[config.mk]
export PLATFORM = sky130hd
export DESIGN_NAME = axi_lite_master_flat
export DESIGN_NICKNAME = d
export VERILOG_FILES = /design/src/rtl/axi_lite_pkg.sv /design/src/rtl/axi_lite_master_if.sv /design/src/rtl/axi_lite_watchdog.sv /design/src/rtl/axi_lite_master.sv /design/src/flat_wrapper.sv
export SDC_FILE = /design/constraint.sdc
export NUM_CORES = 1
export LEC_CHECK = 0
export CAP_MARGIN = 0
export CORE_ASPECT_RATIO = 0.75
export CORE_MARGIN = 2
export CORE_UTILIZATION = 35
export CTS_BUF_LIST = sky130_fd_sc_hd__clkbuf_2
export CTS_CLUSTER_SIZE = 24
export DETAILED_ROUTE_END_ITERATION = 10
export PLACE_DENSITY = 0.71
export SLEW_MARGIN = 40
export SYNTH_ARGS = -nofsm -noshare
export SYNTH_HDL_FRONTEND = slang
export SYNTH_HIERARCHICAL = 1
export SYNTH_SLANG_ARGS = --single-unit
export TNS_END_PERCENT = 50
[constraint.sdc]
create_clock -name M_AXI_ACLK -period 3.3 [get_ports M_AXI_ACLK]
set_input_delay 0.66 -clock M_AXI_ACLK [delete_from_list [all_inputs] [get_ports M_AXI_ACLK]]
set_output_delay 0.66 -clock M_AXI_ACLK [all_outputs]
set_load 0.02 [all_outputs]
[src/rtl/axi_lite_pkg.sv]
// Shared definitions for the AXI4-Lite initiator: FSM encoding, response codes
// and the config-register map used by sequencers and boot loaders.
`default_nettype none

package axi_lite_pkg;

  localparam logic [2:0] ST_IDLE    = 3'd0;
  localparam logic [2:0] ST_WR_REQ  = 3'd1;
  localparam logic [2:0] ST_WR_RESP = 3'd2;
  localparam logic [2:0] ST_RD_REQ  = 3'd3;
  localparam logic [2:0] ST_RD_RESP = 3'd4;
  localparam logic [2:0] ST_DONE    = 3'd5;

  typedef enum logic [2:0] {
    S_IDLE    = ST_IDLE,
    S_WR_REQ  = ST_WR_REQ,
    S_WR_RESP = ST_WR_RESP,
    S_RD_REQ  = ST_RD_REQ,
    S_RD_RESP = ST_RD_RESP,
    S_DONE    = ST_DONE
  } state_t;

  localparam logic [1:0] RESP_OKAY    = 2'b00;
  localparam logic [1:0] RESP_SLVERR  = 2'b10;
  localparam logic [1:0] RESP_DECERR  = 2'b11;
  // Watchdog aborts reuse the DECERR code, qualified by rsp_timeout.
  localparam logic [1:0] RESP_TIMEOUT = 2'b11;

  localparam logic [8:0] REG_CHAR_SEL    = 9'h000;
  localparam logic [8:0] REG_DIRECT_CTRL = 9'h004;
  localparam logic [8:0] REG_DEBUG       = 9'h008;
  localparam logic [8:0] REG_AUX_RB0     = 9'h00C;
  localparam logic [8:0] REG_AUX_RB1     = 9'h010;
  localparam logic [8:0] REG_AUX_RB2     = 9'h014;
  localparam logic [8:0] REG_AUX_RB3     = 9'h018;
  localparam logic [8:0] REG_AUX_STATUS  = 9'h01C;
  localparam logic [8:0] REG_PWM_DIV     = 9'h020;

endpackage

`default_nettype wire

[src/rtl/axi_lite_master_if.sv]
// AXI4-Lite bus bundle with master and slave views.
`default_nettype none

interface axi_lite_master_if #(
  parameter int ADDR_W = 9,
  parameter int DATA_W = 32
);
  logic [ADDR_W-1:0]   M_AXI_AWADDR;
  logic [2:0]          M_AXI_AWPROT;
  logic                M_AXI_AWVALID;
  logic                M_AXI_AWREADY;
  logic [DATA_W-1:0]   M_AXI_WDATA;
  logic [DATA_W/8-1:0] M_AXI_WSTRB;
  logic                M_AXI_WVALID;
  logic                M_AXI_WREADY;
  logic [1:0]          M_AXI_BRESP;
  logic                M_AXI_BVALID;
  logic                M_AXI_BREADY;
  logic [ADDR_W-1:0]   M_AXI_ARADDR;
  logic [2:0]          M_AXI_ARPROT;
  logic                M_AXI_ARVALID;
  logic                M_AXI_ARREADY;
  logic [DATA_W-1:0]   M_AXI_RDATA;
  logic [1:0]          M_AXI_RRESP;
  logic                M_AXI_RVALID;
  logic                M_AXI_RREADY;

  modport master (
    output M_AXI_AWADDR, M_AXI_AWPROT, M_AXI_AWVALID, input M_AXI_AWREADY,
    output M_AXI_WDATA, M_AXI_WSTRB, M_AXI_WVALID, input M_AXI_WREADY,
    input M_AXI_BRESP, M_AXI_BVALID, output M_AXI_BREADY,
    output M_AXI_ARADDR, M_AXI_ARPROT, M_AXI_ARVALID, input M_AXI_ARREADY,
    input M_AXI_RDATA, M_AXI_RRESP, M_AXI_RVALID, output M_AXI_RREADY
  );

  modport slave (
    input M_AXI_AWADDR, M_AXI_AWPROT, M_AXI_AWVALID, output M_AXI_AWREADY,
    input M_AXI_WDATA, M_AXI_WSTRB, M_AXI_WVALID, output M_AXI_WREADY,
    output M_AXI_BRESP, M_AXI_BVALID, input M_AXI_BREADY,
    input M_AXI_ARADDR, M_AXI_ARPROT, M_AXI_ARVALID, output M_AXI_ARREADY,
    output M_AXI_RDATA, M_AXI_RRESP, M_AXI_RVALID, input M_AXI_RREADY
  );
endinterface

`default_nettype wire

[src/rtl/axi_lite_watchdog.sv]
// Outstanding-transaction watchdog: counts enabled cycles and flags the last
// permitted one so the initiator can abort on the following edge.
`default_nettype none

module axi_lite_watchdog
  import axi_lite_pkg::*;
#(
  parameter int TIMEOUT = 256
) (
  input  wire  clk,
  input  wire  rst,
  input  wire  i_clr,
  input  wire  i_en,
  output logic o_tc
);

  localparam int              c_cnt_w = $clog2(TIMEOUT + 1);
  localparam logic [c_cnt_w-1:0] c_tc = c_cnt_w'(TIMEOUT - 1);

  logic [c_cnt_w-1:0] r_cnt;

  always_ff @(posedge clk or posedge rst) begin
    if (rst) begin
      r_cnt <= '0;
    end else if (i_clr) begin
      r_cnt <= '0;
    end else if (i_en && !o_tc) begin
      r_cnt <= r_cnt + 1'b1;
    end
  end

  // Terminal count on the last allowed cycle keeps VALID up for exactly TIMEOUT cycles.
  assign o_tc = i_en && (r_cnt == c_tc);

endmodule

`default_nettype wire

[src/rtl/axi_lite_master.sv]
// Single-outstanding AXI4-Lite initiator bridging a local command/response
// port to AXI-Lite, with a watchdog that aborts hung transactions.
`default_nettype none

module axi_lite_master
  import axi_lite_pkg::*;
#(
  parameter int C_M_AXI_DATA_WIDTH = 32,
  parameter int C_M_AXI_ADDR_WIDTH = 9,
  parameter int C_TIMEOUT_CYCLES   = 256
) (
  input  wire                            M_AXI_ACLK,
  input  wire                            M_AXI_ARESET,
  input  wire                            cmd_valid,
  output logic                           cmd_ready,
  input  wire                            cmd_write,
  input  wire [C_M_AXI_ADDR_WIDTH-1:0]   cmd_addr,
  input  wire [C_M_AXI_DATA_WIDTH-1:0]   cmd_wdata,
  input  wire [C_M_AXI_DATA_WIDTH/8-1:0] cmd_wstrb,
  output logic                           rsp_valid,
  output logic [C_M_AXI_DATA_WIDTH-1:0]  rsp_rdata,
  output logic [1:0]                     rsp_resp,
  output logic                           rsp_timeout,
  axi_lite_master_if.master              m_axi
);

  localparam int c_dw = C_M_AXI_DATA_WIDTH;
  localparam int c_aw = C_M_AXI_ADDR_WIDTH;

  state_t              r_state,     w_state_nxt;
  logic                r_cmd_ready, w_cmd_ready_nxt;
  logic [c_aw-1:0]     r_awaddr,    w_awaddr_nxt;
  logic                r_awvalid,   w_awvalid_nxt;
  logic [c_dw-1:0]     r_wdata,     w_wdata_nxt;
  logic [c_dw/8-1:0]   r_wstrb,     w_wstrb_nxt;
  logic                r_wvalid,    w_wvalid_nxt;
  logic                r_bready,    w_bready_nxt;
  logic [c_aw-1:0]     r_araddr,    w_araddr_nxt;
  logic                r_arvalid,   w_arvalid_nxt;
  logic                r_rready,    w_rready_nxt;
  logic                r_rsp_valid, w_rsp_valid_nxt;
  logic [c_dw-1:0]     r_rsp_rdata, w_rsp_rdata_nxt;
  logic [1:0]          r_rsp_resp,  w_rsp_resp_nxt;
  logic                r_rsp_to,    w_rsp_to_nxt;

  logic w_tc;
  logic w_wd_clr;
  logic w_wd_en;

  assign w_wd_clr = (r_state == S_IDLE);
  assign w_wd_en  = (r_state == S_WR_REQ) || (r_state == S_WR_RESP) ||
                    (r_state == S_RD_REQ) || (r_state == S_RD_RESP);

  generate
    if (C_TIMEOUT_CYCLES > 0) begin : g_wdog
      axi_lite_watchdog #(
        .TIMEOUT (C_TIMEOUT_CYCLES)
      ) u_wdog (
        .clk   (M_AXI_ACLK),
        .rst   (M_AXI_ARESET),
        .i_clr (w_wd_clr),
        .i_en  (w_wd_en),
        .o_tc  (w_tc)
      );
    end else begin : g_no_wdog
      assign w_tc = 1'b0;
    end
  endgenerate

  always_ff @(posedge M_AXI_ACLK or posedge M_AXI_ARESET) begin
    if (M_AXI_ARESET) begin
      r_state     <= S_IDLE;
      r_cmd_ready <= 1'b0;
      r_awaddr    <= '0;
      r_awvalid   <= 1'b0;
      r_wdata     <= '0;
      r_wstrb     <= '0;
      r_wvalid    <= 1'b0;
      r_bready    <= 1'b0;
      r_araddr    <= '0;
      r_arvalid   <= 1'b0;
      r_rready    <= 1'b0;
      r_rsp_valid <= 1'b0;
      r_rsp_rdata <= '0;
      r_rsp_resp  <= 2'b00;
      r_rsp_to    <= 1'b0;
    end else begin
      r_state     <= w_state_nxt;
      r_cmd_ready <= w_cmd_ready_nxt;
      r_awaddr    <= w_awaddr_nxt;
      r_awvalid   <= w_awvalid_nxt;
      r_wdata     <= w_wdata_nxt;
      r_wstrb     <= w_wstrb_nxt;
      r_wvalid    <= w_wvalid_nxt;
      r_bready    <= w_bready_nxt;
      r_araddr    <= w_araddr_nxt;
      r_arvalid   <= w_arvalid_nxt;
      r_rready    <= w_rready_nxt;
      r_rsp_valid <= w_rsp_valid_nxt;
      r_rsp_rdata <= w_rsp_rdata_nxt;
      r_rsp_resp  <= w_rsp_resp_nxt;
      r_rsp_to    <= w_rsp_to_nxt;
    end
  end

  always_comb begin
    w_state_nxt     = r_state;
    w_awaddr_nxt    = r_awaddr;
    w_awvalid_nxt   = r_awvalid;
    w_wdata_nxt     = r_wdata;
    w_wstrb_nxt     = r_wstrb;
    w_wvalid_nxt    = r_wvalid;
    w_bready_nxt    = r_bready;
    w_araddr_nxt    = r_araddr;
    w_arvalid_nxt   = r_arvalid;
    w_rready_nxt    = r_rready;
    w_rsp_valid_nxt = 1'b0;
    w_rsp_rdata_nxt = r_rsp_rdata;
    w_rsp_resp_nxt  = r_rsp_resp;
    w_rsp_to_nxt    = r_rsp_to;

    case (r_state)
      S_IDLE: begin
        if (r_cmd_ready && cmd_valid) begin
          if (cmd_write) begin
            w_state_nxt   = S_WR_REQ;
            w_awaddr_nxt  = cmd_addr;
            w_wdata_nxt   = cmd_wdata;
            w_wstrb_nxt   = cmd_wstrb;
            w_awvalid_nxt = 1'b1;
            w_wvalid_nxt  = 1'b1;
          end else begin
            w_state_nxt   = S_RD_REQ;
            w_araddr_nxt  = cmd_addr;
            w_arvalid_nxt = 1'b1;
          end
        end
      end
      S_WR_REQ: begin
        // AW and W retire independently; B is only opened once both are gone.
        if (r_awvalid && m_axi.M_AXI_AWREADY) w_awvalid_nxt = 1'b0;
        if (r_wvalid && m_axi.M_AXI_WREADY)   w_wvalid_nxt  = 1'b0;
        if (!w_awvalid_nxt && !w_wvalid_nxt) begin
          w_state_nxt  = S_WR_RESP;
          w_bready_nxt = 1'b1;
        end
      end
      S_WR_RESP: begin
        if (m_axi.M_AXI_BVALID) begin
          w_state_nxt     = S_DONE;
          w_bready_nxt    = 1'b0;
          w_rsp_valid_nxt = 1'b1;
          w_rsp_rdata_nxt = '0;
          w_rsp_resp_nxt  = m_axi.M_AXI_BRESP;
          w_rsp_to_nxt    = 1'b0;
        end
      end
      S_RD_REQ: begin
        if (m_axi.M_AXI_ARREADY) begin
          w_state_nxt   = S_RD_RESP;
          w_arvalid_nxt = 1'b0;
          w_rready_nxt  = 1'b1;
        end
      end
      S_RD_RESP: begin
        if (m_axi.M_AXI_RVALID) begin
          w_state_nxt     = S_DONE;
          w_rready_nxt    = 1'b0;
          w_rsp_valid_nxt = 1'b1;
          w_rsp_rdata_nxt = m_axi.M_AXI_RDATA;
          w_rsp_resp_nxt  = m_axi.M_AXI_RRESP;
          w_rsp_to_nxt    = 1'b0;
        end
      end
      S_DONE: begin
        w_state_nxt = S_IDLE;
      end
      default: begin
        w_state_nxt = S_IDLE;
      end
    endcase

    // Watchdog abort overrides any handshake landing on the same edge.
    if (w_tc) begin
      w_state_nxt     = S_DONE;
      w_awvalid_nxt   = 1'b0;
      w_wvalid_nxt    = 1'b0;
      w_bready_nxt    = 1'b0;
      w_arvalid_nxt   = 1'b0;
      w_rready_nxt    = 1'b0;
      w_rsp_valid_nxt = 1'b1;
      w_rsp_rdata_nxt = '0;
      w_rsp_resp_nxt  = RESP_TIMEOUT;
      w_rsp_to_nxt    = 1'b1;
    end

    w_cmd_ready_nxt = (w_state_nxt == S_IDLE);
  end

  assign cmd_ready   = r_cmd_ready;
  assign rsp_valid   = r_rsp_valid;
  assign rsp_rdata   = r_rsp_rdata;
  assign rsp_resp    = r_rsp_resp;
  assign rsp_timeout = r_rsp_to;

  assign m_axi.M_AXI_AWADDR  = r_awaddr;
  assign m_axi.M_AXI_AWPROT  = 3'b000;
  assign m_axi.M_AXI_AWVALID = r_awvalid;
  assign m_axi.M_AXI_WDATA   = r_wdata;
  assign m_axi.M_AXI_WSTRB   = r_wstrb;
  assign m_axi.M_AXI_WVALID  = r_wvalid;
  assign m_axi.M_AXI_BREADY  = r_bready;
  assign m_axi.M_AXI_ARADDR  = r_araddr;
  assign m_axi.M_AXI_ARPROT  = 3'b000;
  assign m_axi.M_AXI_ARVALID = r_arvalid;
  assign m_axi.M_AXI_RREADY  = r_rready;

endmodule

`default_nettype wire

[src/flat_wrapper.sv]
// flat-port wrapper written by rule: the top's interface ports become plain ports
module axi_lite_master_flat import axi_lite_pkg::*;
#(
  parameter int C_M_AXI_DATA_WIDTH = 32,
  parameter int C_M_AXI_ADDR_WIDTH = 9,
  parameter int C_TIMEOUT_CYCLES   = 256
)
  (M_AXI_ACLK, M_AXI_ARESET, cmd_valid, cmd_ready, cmd_write, cmd_addr, cmd_wdata, cmd_wstrb, rsp_valid, rsp_rdata, rsp_resp, rsp_timeout, m_axi_M_AXI_AWADDR, m_axi_M_AXI_AWPROT, m_axi_M_AXI_AWVALID, m_axi_M_AXI_AWREADY, m_axi_M_AXI_WDATA, m_axi_M_AXI_WSTRB, m_axi_M_AXI_WVALID, m_axi_M_AXI_WREADY, m_axi_M_AXI_BRESP, m_axi_M_AXI_BVALID, m_axi_M_AXI_BREADY, m_axi_M_AXI_ARADDR, m_axi_M_AXI_ARPROT, m_axi_M_AXI_ARVALID, m_axi_M_AXI_ARREADY, m_axi_M_AXI_RDATA, m_axi_M_AXI_RRESP, m_axi_M_AXI_RVALID, m_axi_M_AXI_RREADY);
  axi_lite_master_if #(.ADDR_W(9), .DATA_W(32)) m_axi_i ();
  input  wire M_AXI_ACLK;
  input  wire M_AXI_ARESET;
  input  wire cmd_valid;
  output logic cmd_ready;
  input  wire cmd_write;
  input  wire [C_M_AXI_ADDR_WIDTH-1:0] cmd_addr;
  input  wire [C_M_AXI_DATA_WIDTH-1:0] cmd_wdata;
  input  wire [C_M_AXI_DATA_WIDTH/8-1:0] cmd_wstrb;
  output logic rsp_valid;
  output logic [C_M_AXI_DATA_WIDTH-1:0] rsp_rdata;
  output logic [1:0] rsp_resp;
  output logic rsp_timeout;
  output wire logic [$bits(m_axi_i.M_AXI_AWADDR)-1:0] m_axi_M_AXI_AWADDR;
  output wire logic [$bits(m_axi_i.M_AXI_AWPROT)-1:0] m_axi_M_AXI_AWPROT;
  output wire logic [$bits(m_axi_i.M_AXI_AWVALID)-1:0] m_axi_M_AXI_AWVALID;
  input wire logic [$bits(m_axi_i.M_AXI_AWREADY)-1:0] m_axi_M_AXI_AWREADY;
  output wire logic [$bits(m_axi_i.M_AXI_WDATA)-1:0] m_axi_M_AXI_WDATA;
  output wire logic [$bits(m_axi_i.M_AXI_WSTRB)-1:0] m_axi_M_AXI_WSTRB;
  output wire logic [$bits(m_axi_i.M_AXI_WVALID)-1:0] m_axi_M_AXI_WVALID;
  input wire logic [$bits(m_axi_i.M_AXI_WREADY)-1:0] m_axi_M_AXI_WREADY;
  input wire logic [$bits(m_axi_i.M_AXI_BRESP)-1:0] m_axi_M_AXI_BRESP;
  input wire logic [$bits(m_axi_i.M_AXI_BVALID)-1:0] m_axi_M_AXI_BVALID;
  output wire logic [$bits(m_axi_i.M_AXI_BREADY)-1:0] m_axi_M_AXI_BREADY;
  output wire logic [$bits(m_axi_i.M_AXI_ARADDR)-1:0] m_axi_M_AXI_ARADDR;
  output wire logic [$bits(m_axi_i.M_AXI_ARPROT)-1:0] m_axi_M_AXI_ARPROT;
  output wire logic [$bits(m_axi_i.M_AXI_ARVALID)-1:0] m_axi_M_AXI_ARVALID;
  input wire logic [$bits(m_axi_i.M_AXI_ARREADY)-1:0] m_axi_M_AXI_ARREADY;
  input wire logic [$bits(m_axi_i.M_AXI_RDATA)-1:0] m_axi_M_AXI_RDATA;
  input wire logic [$bits(m_axi_i.M_AXI_RRESP)-1:0] m_axi_M_AXI_RRESP;
  input wire logic [$bits(m_axi_i.M_AXI_RVALID)-1:0] m_axi_M_AXI_RVALID;
  output wire logic [$bits(m_axi_i.M_AXI_RREADY)-1:0] m_axi_M_AXI_RREADY;
  assign m_axi_M_AXI_AWADDR = m_axi_i.M_AXI_AWADDR;
  assign m_axi_M_AXI_AWPROT = m_axi_i.M_AXI_AWPROT;
  assign m_axi_M_AXI_AWVALID = m_axi_i.M_AXI_AWVALID;
  assign m_axi_i.M_AXI_AWREADY = m_axi_M_AXI_AWREADY;
  assign m_axi_M_AXI_WDATA = m_axi_i.M_AXI_WDATA;
  assign m_axi_M_AXI_WSTRB = m_axi_i.M_AXI_WSTRB;
  assign m_axi_M_AXI_WVALID = m_axi_i.M_AXI_WVALID;
  assign m_axi_i.M_AXI_WREADY = m_axi_M_AXI_WREADY;
  assign m_axi_i.M_AXI_BRESP = m_axi_M_AXI_BRESP;
  assign m_axi_i.M_AXI_BVALID = m_axi_M_AXI_BVALID;
  assign m_axi_M_AXI_BREADY = m_axi_i.M_AXI_BREADY;
  assign m_axi_M_AXI_ARADDR = m_axi_i.M_AXI_ARADDR;
  assign m_axi_M_AXI_ARPROT = m_axi_i.M_AXI_ARPROT;
  assign m_axi_M_AXI_ARVALID = m_axi_i.M_AXI_ARVALID;
  assign m_axi_i.M_AXI_ARREADY = m_axi_M_AXI_ARREADY;
  assign m_axi_i.M_AXI_RDATA = m_axi_M_AXI_RDATA;
  assign m_axi_i.M_AXI_RRESP = m_axi_M_AXI_RRESP;
  assign m_axi_i.M_AXI_RVALID = m_axi_M_AXI_RVALID;
  assign m_axi_M_AXI_RREADY = m_axi_i.M_AXI_RREADY;
  axi_lite_master #(.C_M_AXI_DATA_WIDTH(C_M_AXI_DATA_WIDTH), .C_M_AXI_ADDR_WIDTH(C_M_AXI_ADDR_WIDTH), .C_TIMEOUT_CYCLES(C_TIMEOUT_CYCLES)) u_core (.M_AXI_ACLK(M_AXI_ACLK), .M_AXI_ARESET(M_AXI_ARESET), .cmd_valid(cmd_valid), .cmd_ready(cmd_ready), .cmd_write(cmd_write), .cmd_addr(cmd_addr), .cmd_wdata(cmd_wdata), .cmd_wstrb(cmd_wstrb), .rsp_valid(rsp_valid), .rsp_rdata(rsp_rdata), .rsp_resp(rsp_resp), .rsp_timeout(rsp_timeout), .m_axi(m_axi_i));
endmodule
==> impl_metrics.yaml, run 1 <==
status:
  status: "finished clean"
sta:
  drv_slew: 0
  period_share_pct: 78.5
  finalSetupTns_ps: 0
  relSlewSlack_pct: 61.9
  rsz0062_at_grt: "false"
  fin_crit_ps: 2590
  skew_ps: 17.5
  whs_ps: 402
  fmax_mhz: 386
  final_hold_viol_count: 0
  setup_violations: 0
  tightest_slew_ps: 572
placed_design:
  portBuffers: 185
  globalplace.congestion: 0.814
  dp_cells: 724
  hpwl_um: 8350
clock_tree:
  cts-root-buf: "clkbuf_2"
  numClockSinks: 108
  clk_pin_slew_worst_paths_ps: 290
  cts_buffers: 9
  cts_max_level: 3
  cts.path.max_buffers: 2
  cts_resized: 0
  post_cts_buffers: 0
  clk_latency_ps: 550
  cts_tree: "done"
  cts_hold_buffers: 0
pwr:
  ir_worst_vdd_uv: 470
  power_frac_seq_pct: 37.7
  p_int_mw: 3.65
  power_leakage_nw: 3.01
  clkPwrFrac_pct: 9.1
  power_switching_share_pct: 39.4
  power_density_nw_per_um2: 886
  p_switching_mw: 2.37
  combPwrFrac_pct: 53.2
critical_path:
  required_ps: 3780
  path_class: "reg -> reg"
  crit_path_frequent_cell: "nor2_1"
  cp-start-kind: "flop"
  cp_max_fo: 34
  cpPeakStageDelay_ps: 670
  crit_arrival_ps: 3070
  critPathTopFamily: "simple AND/OR/NAND/NOR gates"
  crit_path_top_delay_cell: "dfrtp_1"
  crit_buf_inv: 1
  crit_chain: "nor2_1 -> nor2b_1 -> nor2_1 -> and2_2 -> nor2_4 -> buf_4 -> mux2i_1"
  cp-end-kind: "flop"
yosys:
  ys_ff_latch: 108
  yosysUniqueCellTypes: 48
  ys_warn_count: 6
  yosysSeqAreaShare_pct: 56.7
  synth.avg_cell_area_um2: 12.5
  syn_area_um2: 4760
  syn_inst: 380
grt:
  grt_antenna_before_repair: 0
  gr-total-overflow: 0
  grt_pass1_vias: 3612
  grt_usage_pct: 15.7
  grt_pass1_wl_um: 18500
  grt_start_max_net_pins: 49
final_layout:
  final_cell_mix: "clkdlybuf4s50_1 (185), dfrtp_1 (108), mux2_2 (43), inv_1 (42), nand2_1 (38)"
  antenna_cells: 0
  final_nets: 656
  drive_above_1_share_pct: 14.2
  post-route-util_pct: 51.7
  final_cells: 740
  area_delta_synth_final_pct: 42.9
  final_common_cell: "clkdlybuf4s50_1"
die:
  dieArea_um2: 14600
  die_x_um: 139
  fp-row-count: 36
  io_pins: 192
  die_h_um: 105
  start_util_pct: 36.2
  core_um2: 13200
detailed_routing:
  first_pass_iters: 4
  antenna_left: 0
  drcViolationCount: 0
  vias: 3420
  drt_iter0_drc: 151
  post_drt_via_cell_ratio: 4.62
  routedWlPerCell_um: 15.1
  routed_wirelength_um: 11200
hold_path:
  hp-class: "in -> async"
flow_run:
  drv_cap: 0
-- layer usage --
layer	vias up	part of all wire, %	wire [µm]	track usage [%]
met4	0	0.77	86	3.17
met5	-	0	0	0
li1	1620	-	-	-
met2	107	48	5360	25.8
met3	9	6.7	747	5.50
met1	1684	45	5010	20.2
-- flip-flops by register name, summed over array words and instances, names as in the netlist --
register,cells
u_core/m_axi.M_AXI_WDATA,32
u_core/rsp_rdata,32
u_core/g_wdog.u_wdog/r_cnt,9
u_core/m_axi.M_AXI_ARADDR,9
u_core/m_axi.M_AXI_AWADDR,9
u_core/m_axi.M_AXI_WSTRB,4
u_core/r_state,3
u_core/rsp_resp,2
u_core/cmd_ready,1
u_core/m_axi.M_AXI_ARVALID,1
u_core/m_axi.M_AXI_AWVALID,1
u_core/m_axi.M_AXI_BREADY,1
u_core/m_axi.M_AXI_RREADY,1
u_core/m_axi.M_AXI_WVALID,1
u_core/rsp_timeout,1
u_core/rsp_valid,1
-- power groups by stage --
| stage | clock network [mW] | logic (mW) | registers, mW |
|---|---|---|---|
| final | 0.548 | 3.21 | 2.27 |
| after CTS | 0.589 | 3.24 | 2.28 |
| after detailed placement | 0 | 3.23 | 2.31 |
| after global placement | 0 | 3.19 | 2.28 |
| after global routing | 0.646 | 3.42 | 2.36 |
| after floorplan | 0 | 1.09 | 2.96 |
-- synth_stat cells, drive strengths merged --
library cell	number	area (µm²)
dfrtp	108	2700
mux2	54	608
inv	43	161
nand2	38	143
mux2i	36	360
buf	23	204
a21oi	10	53.8
nor2	9	41.3
o21ai	7	35.0
nand3b	5	50.1
nor3	5	41.3
a31oi	4	25.0
nand4b	3	41.3
nor2b	3	21.3
or3	3	20.0
a211oi	2	15.0
a21boi	2	15.0
and2	2	13.8
ha	2	25.0
nand3	2	10.0
nand4	2	12.5
o31ai	2	15.0
or2b	2	16.3
or4	2	15.0
xnor2	2	17.5
a21o	1	7.51
a311oi	1	26.3
and4	1	8.76
clkbuf	1	3.75
conb	1	3.75
nand2b	1	6.26
nor3b	1	18.8
or3b	1	11.3
or4b	1	13.8
-- cells by family after synthesis --
| kind of cell | share of synthesized area [%] |
|---|---|
| adder cells (fa/ha/maj) | 0.525 |
| AND/OR/NAND/NOR | 10.2 |
| other | 0.0787 |
| flip-flops | 56.7 |
| AO/OA/AOI/OAI | 4.04 |
| XOR/XNOR | 0.368 |
| multiplexers | 20.3 |
| buffers and inverters | 7.75 |
-- path summary, 6_finish.rpt --
path	startpoint	end	slack (ps)	cells past startpoint
max in group asynchronous	M_AXI_ARESET	u_core/rsp_rdata[21]	2220	3
worst min-delay path	M_AXI_ARESET	u_core/g_wdog.u_wdog/r_cnt[1]	400	2
worst max register to register	u_core/r_state[0]	u_core/rsp_rdata[18]	710	7
worst max-delay path	u_core/r_state[0]	u_core/rsp_rdata[18]	710	7
worst min register to register	u_core/rsp_timeout	u_core/rsp_timeout	530	1
min in group M_AXI_ACLK	u_core/rsp_timeout	u_core/rsp_timeout	530	1
-- worst reg2reg max path, stage by stage, from the launching register on --
cell	delay, ps
dfrtp_1	670
nor2_1	130
nor2b_1	290
nor2_1	180
and2_2	350
nor2_4	140
buf_4	480
mux2i_1	290
-- through the flow --
stage / power [mW] / cell area, µm² / setup WS [ps]
finish: 6.03 / 6810 / 711
global route: 6.42 / 6810 / 537
CTS: 6.11 / 6810 / 735
detailed placement: 5.54 / 6710 / 768
global placement: 5.47 / 6710 / 876
floorplan: 4.04 / 4780 / 49.6
-- area by class of cell --
class	count	area [µm²]
clock buffers	9	45.0
clock inverters	7	51.3
fillers	1130	6350
inverters	43	164
multi-input cells	210	1710
flip-flops and latches	108	2700
well taps	171	214
repair buffers	192	1920
No activity file was read; power rests on OpenSTA's default activity.
==> inputs of run 2 (changes only) <==
==> constraint.sdc (replaced) <==
create_clock -name M_AXI_ACLK -period 2.3 [get_ports M_AXI_ACLK]
set_input_delay 0.46 -clock M_AXI_ACLK [delete_from_list [all_inputs] [get_ports M_AXI_ACLK]]
set_output_delay 0.46 -clock M_AXI_ACLK [all_outputs]
set_load 0.02 [all_outputs]
==> impl_metrics.yaml, run 2 (synthesis gave the netlist of run 1 again) <==
grt:
  grt_start_max_net_pins: 60
  met2_usage_pct: 26.2
  grt_pass1_vias: 3615
  grt_util_met1_pct: 19.6
  gr-total-overflow: 0
  grt_use_met3_pct: 5.87
  gr-max-usage-layer: "met2"
  grt_pass1_wl_um: 18500
  grt_antenna_before_repair: 0
  grt_usage_pct: 15.7
detailed_routing:
  drt_iter0_drc: 119
  routed_wirelength_um: 11300
  vias: 3405
  post_drt_via_cell_ratio: 4.56
  first_pass_iters: 4
  antenna_left: 0
  drcViolationCount: 0
  routedWlPerCell_um: 15.1
sta:
  worst_slack_ps: 145
  skew_ps: 26.9
  period_share_pct: 93.7
  fmax_mhz: 464
  setup_violations: 0
  relSlewSlack_pct: 66.7
  finalSetupTns_ps: 0
  drv_slew: 0
  rsz0062_at_grt: "false"
  tightest_slew_ps: 500
  whs_ps: 209
  final_hold_viol_count: 0
  fin_crit_ps: 2150
pwr:
  power_leakage_nw: 3.08
  power_density_nw_per_um2: 1290
  ir_worst_vdd_uv: 711
die:
  die_h_um: 105
  fp-row-count: 36
  io_pins: 192
  dieArea_um2: 14600
  start_util_pct: 36.2
  core_um2: 13200
  die_x_um: 139
critical_path:
  crit_buf_inv: 0
  path_class: "reg -> reg"
  cpPeakStageDelay_ps: 500
  crit_path_top_delay_cell: "dfrtp_1"
  required_ps: 2830
  cp-end-kind: "flop"
  crit_arrival_ps: 2680
  cp_max_fo: 7
  cp-start-kind: "flop"
  critPathTopFamily: "simple AND/OR/NAND/NOR gates"
  crit_chain: "ha_1 -> nand3_1 -> nor2_1 -> ha_1 -> and2_4 -> a31oi_2 -> or4b_4 -> nor3_2"
  crit_path_frequent_cell: "ha_1"
clock_tree:
  cts-root-buf: "clkbuf_2"
  cts_tree: "done"
  cts_buffers: 9
  numClockSinks: 108
  clk_latency_ps: 560
  clk_pin_slew_worst_paths_ps: 290
  cts.path.max_buffers: 2
  cts_max_level: 3
final_layout:
  drive_above_1_share_pct: 15.5
  post-route-util_pct: 52.8
  final_cell_mix: "clkdlybuf4s50_1 (185), dfrtp_1 (108), mux2_2 (43), inv_1 (42), nand2_1 (38)"
  area_delta_synth_final_pct: 45.7
  antenna_cells: 0
  final_common_cell: "clkdlybuf4s50_1"
  final_nets: 662
  final_cells: 746
placed_design:
  globalplace.congestion: 0.812
  portBuffers: 185
  dp_cells: 730
  preCtsSetupSlack_ps: 91.3
  hpwl_um: 8310
hold_path:
  hp-class: "in -> async"
status:
  status: "finished clean"
flow_run:
  drv_cap: 0
run 2: worst register-to-register path: stages (launching register included):
cell     delay [ps]
dfrtp_1         500
ha_1            250
nand3_1          90
nor2_1           40
ha_1            230
and2_4          190
a31oi_2         170
or4b_4          490
nor3_2          150
run 2: worst paths after layout:
kind                                               start                            end  slack (ps)  depth (start not counted)
max in group asynchronous                   M_AXI_ARESET            u_core/rsp_rdata[8]        1510                          3
min reg2reg                 u_core/m_axi.M_AXI_WDATA[18]   u_core/m_axi.M_AXI_WDATA[18]         530                          1
min in group M_AXI_ACLK            m_axi_M_AXI_RDATA[28]           u_core/rsp_rdata[28]         410                          3
min                                         M_AXI_ARESET  u_core/g_wdog.u_wdog/r_cnt[1]         210                          2
max reg2reg                u_core/g_wdog.u_wdog/r_cnt[0]               u_core/cmd_ready         150                          8
max                        u_core/g_wdog.u_wdog/r_cnt[0]               u_core/cmd_ready         150                          8
run 2: per-layer routing:
layer / vias up / share of wire, %
met4: 0 / 0.70
met2: 113 / 48
met5: - / 0
met3: 6 / 7.8
met1: 1653 / 44
li1: 1633 / -
run 2: layout make-up:
type	count	area, µm²
fillers	1117	6210
flip-flops and latches	108	2700
repair buffers	198	2000
multi-input cells	210	1720
well taps	171	214
inverters	43	165
clock inverters	7	96.3
clock buffers	9	45.0
run 2: power by group:
part	switching [mW]	internal [mW]	leakage (nW)	total, mW
combinational	2.32	2.43	1.62	4.75
sequential	0.490	2.75	1.37	3.24
clock	0.621	0.367	0.0867	0.988
run 2: stage by stage:
step	power [mW]	instance area [µm²]
final	8.97	6940
after global routing	9.54	6940
after floorplan	5.80	4790
after detailed placement	8.05	6790
after CTS	9.09	6930
after global placement	7.92	6790
run 2: timing repair:
action	4_1_cts	5_1_grt
buffers inserted	0	0
resized for setup	0	2
hold buffers	0	0
setup endpoints to repair	0	1
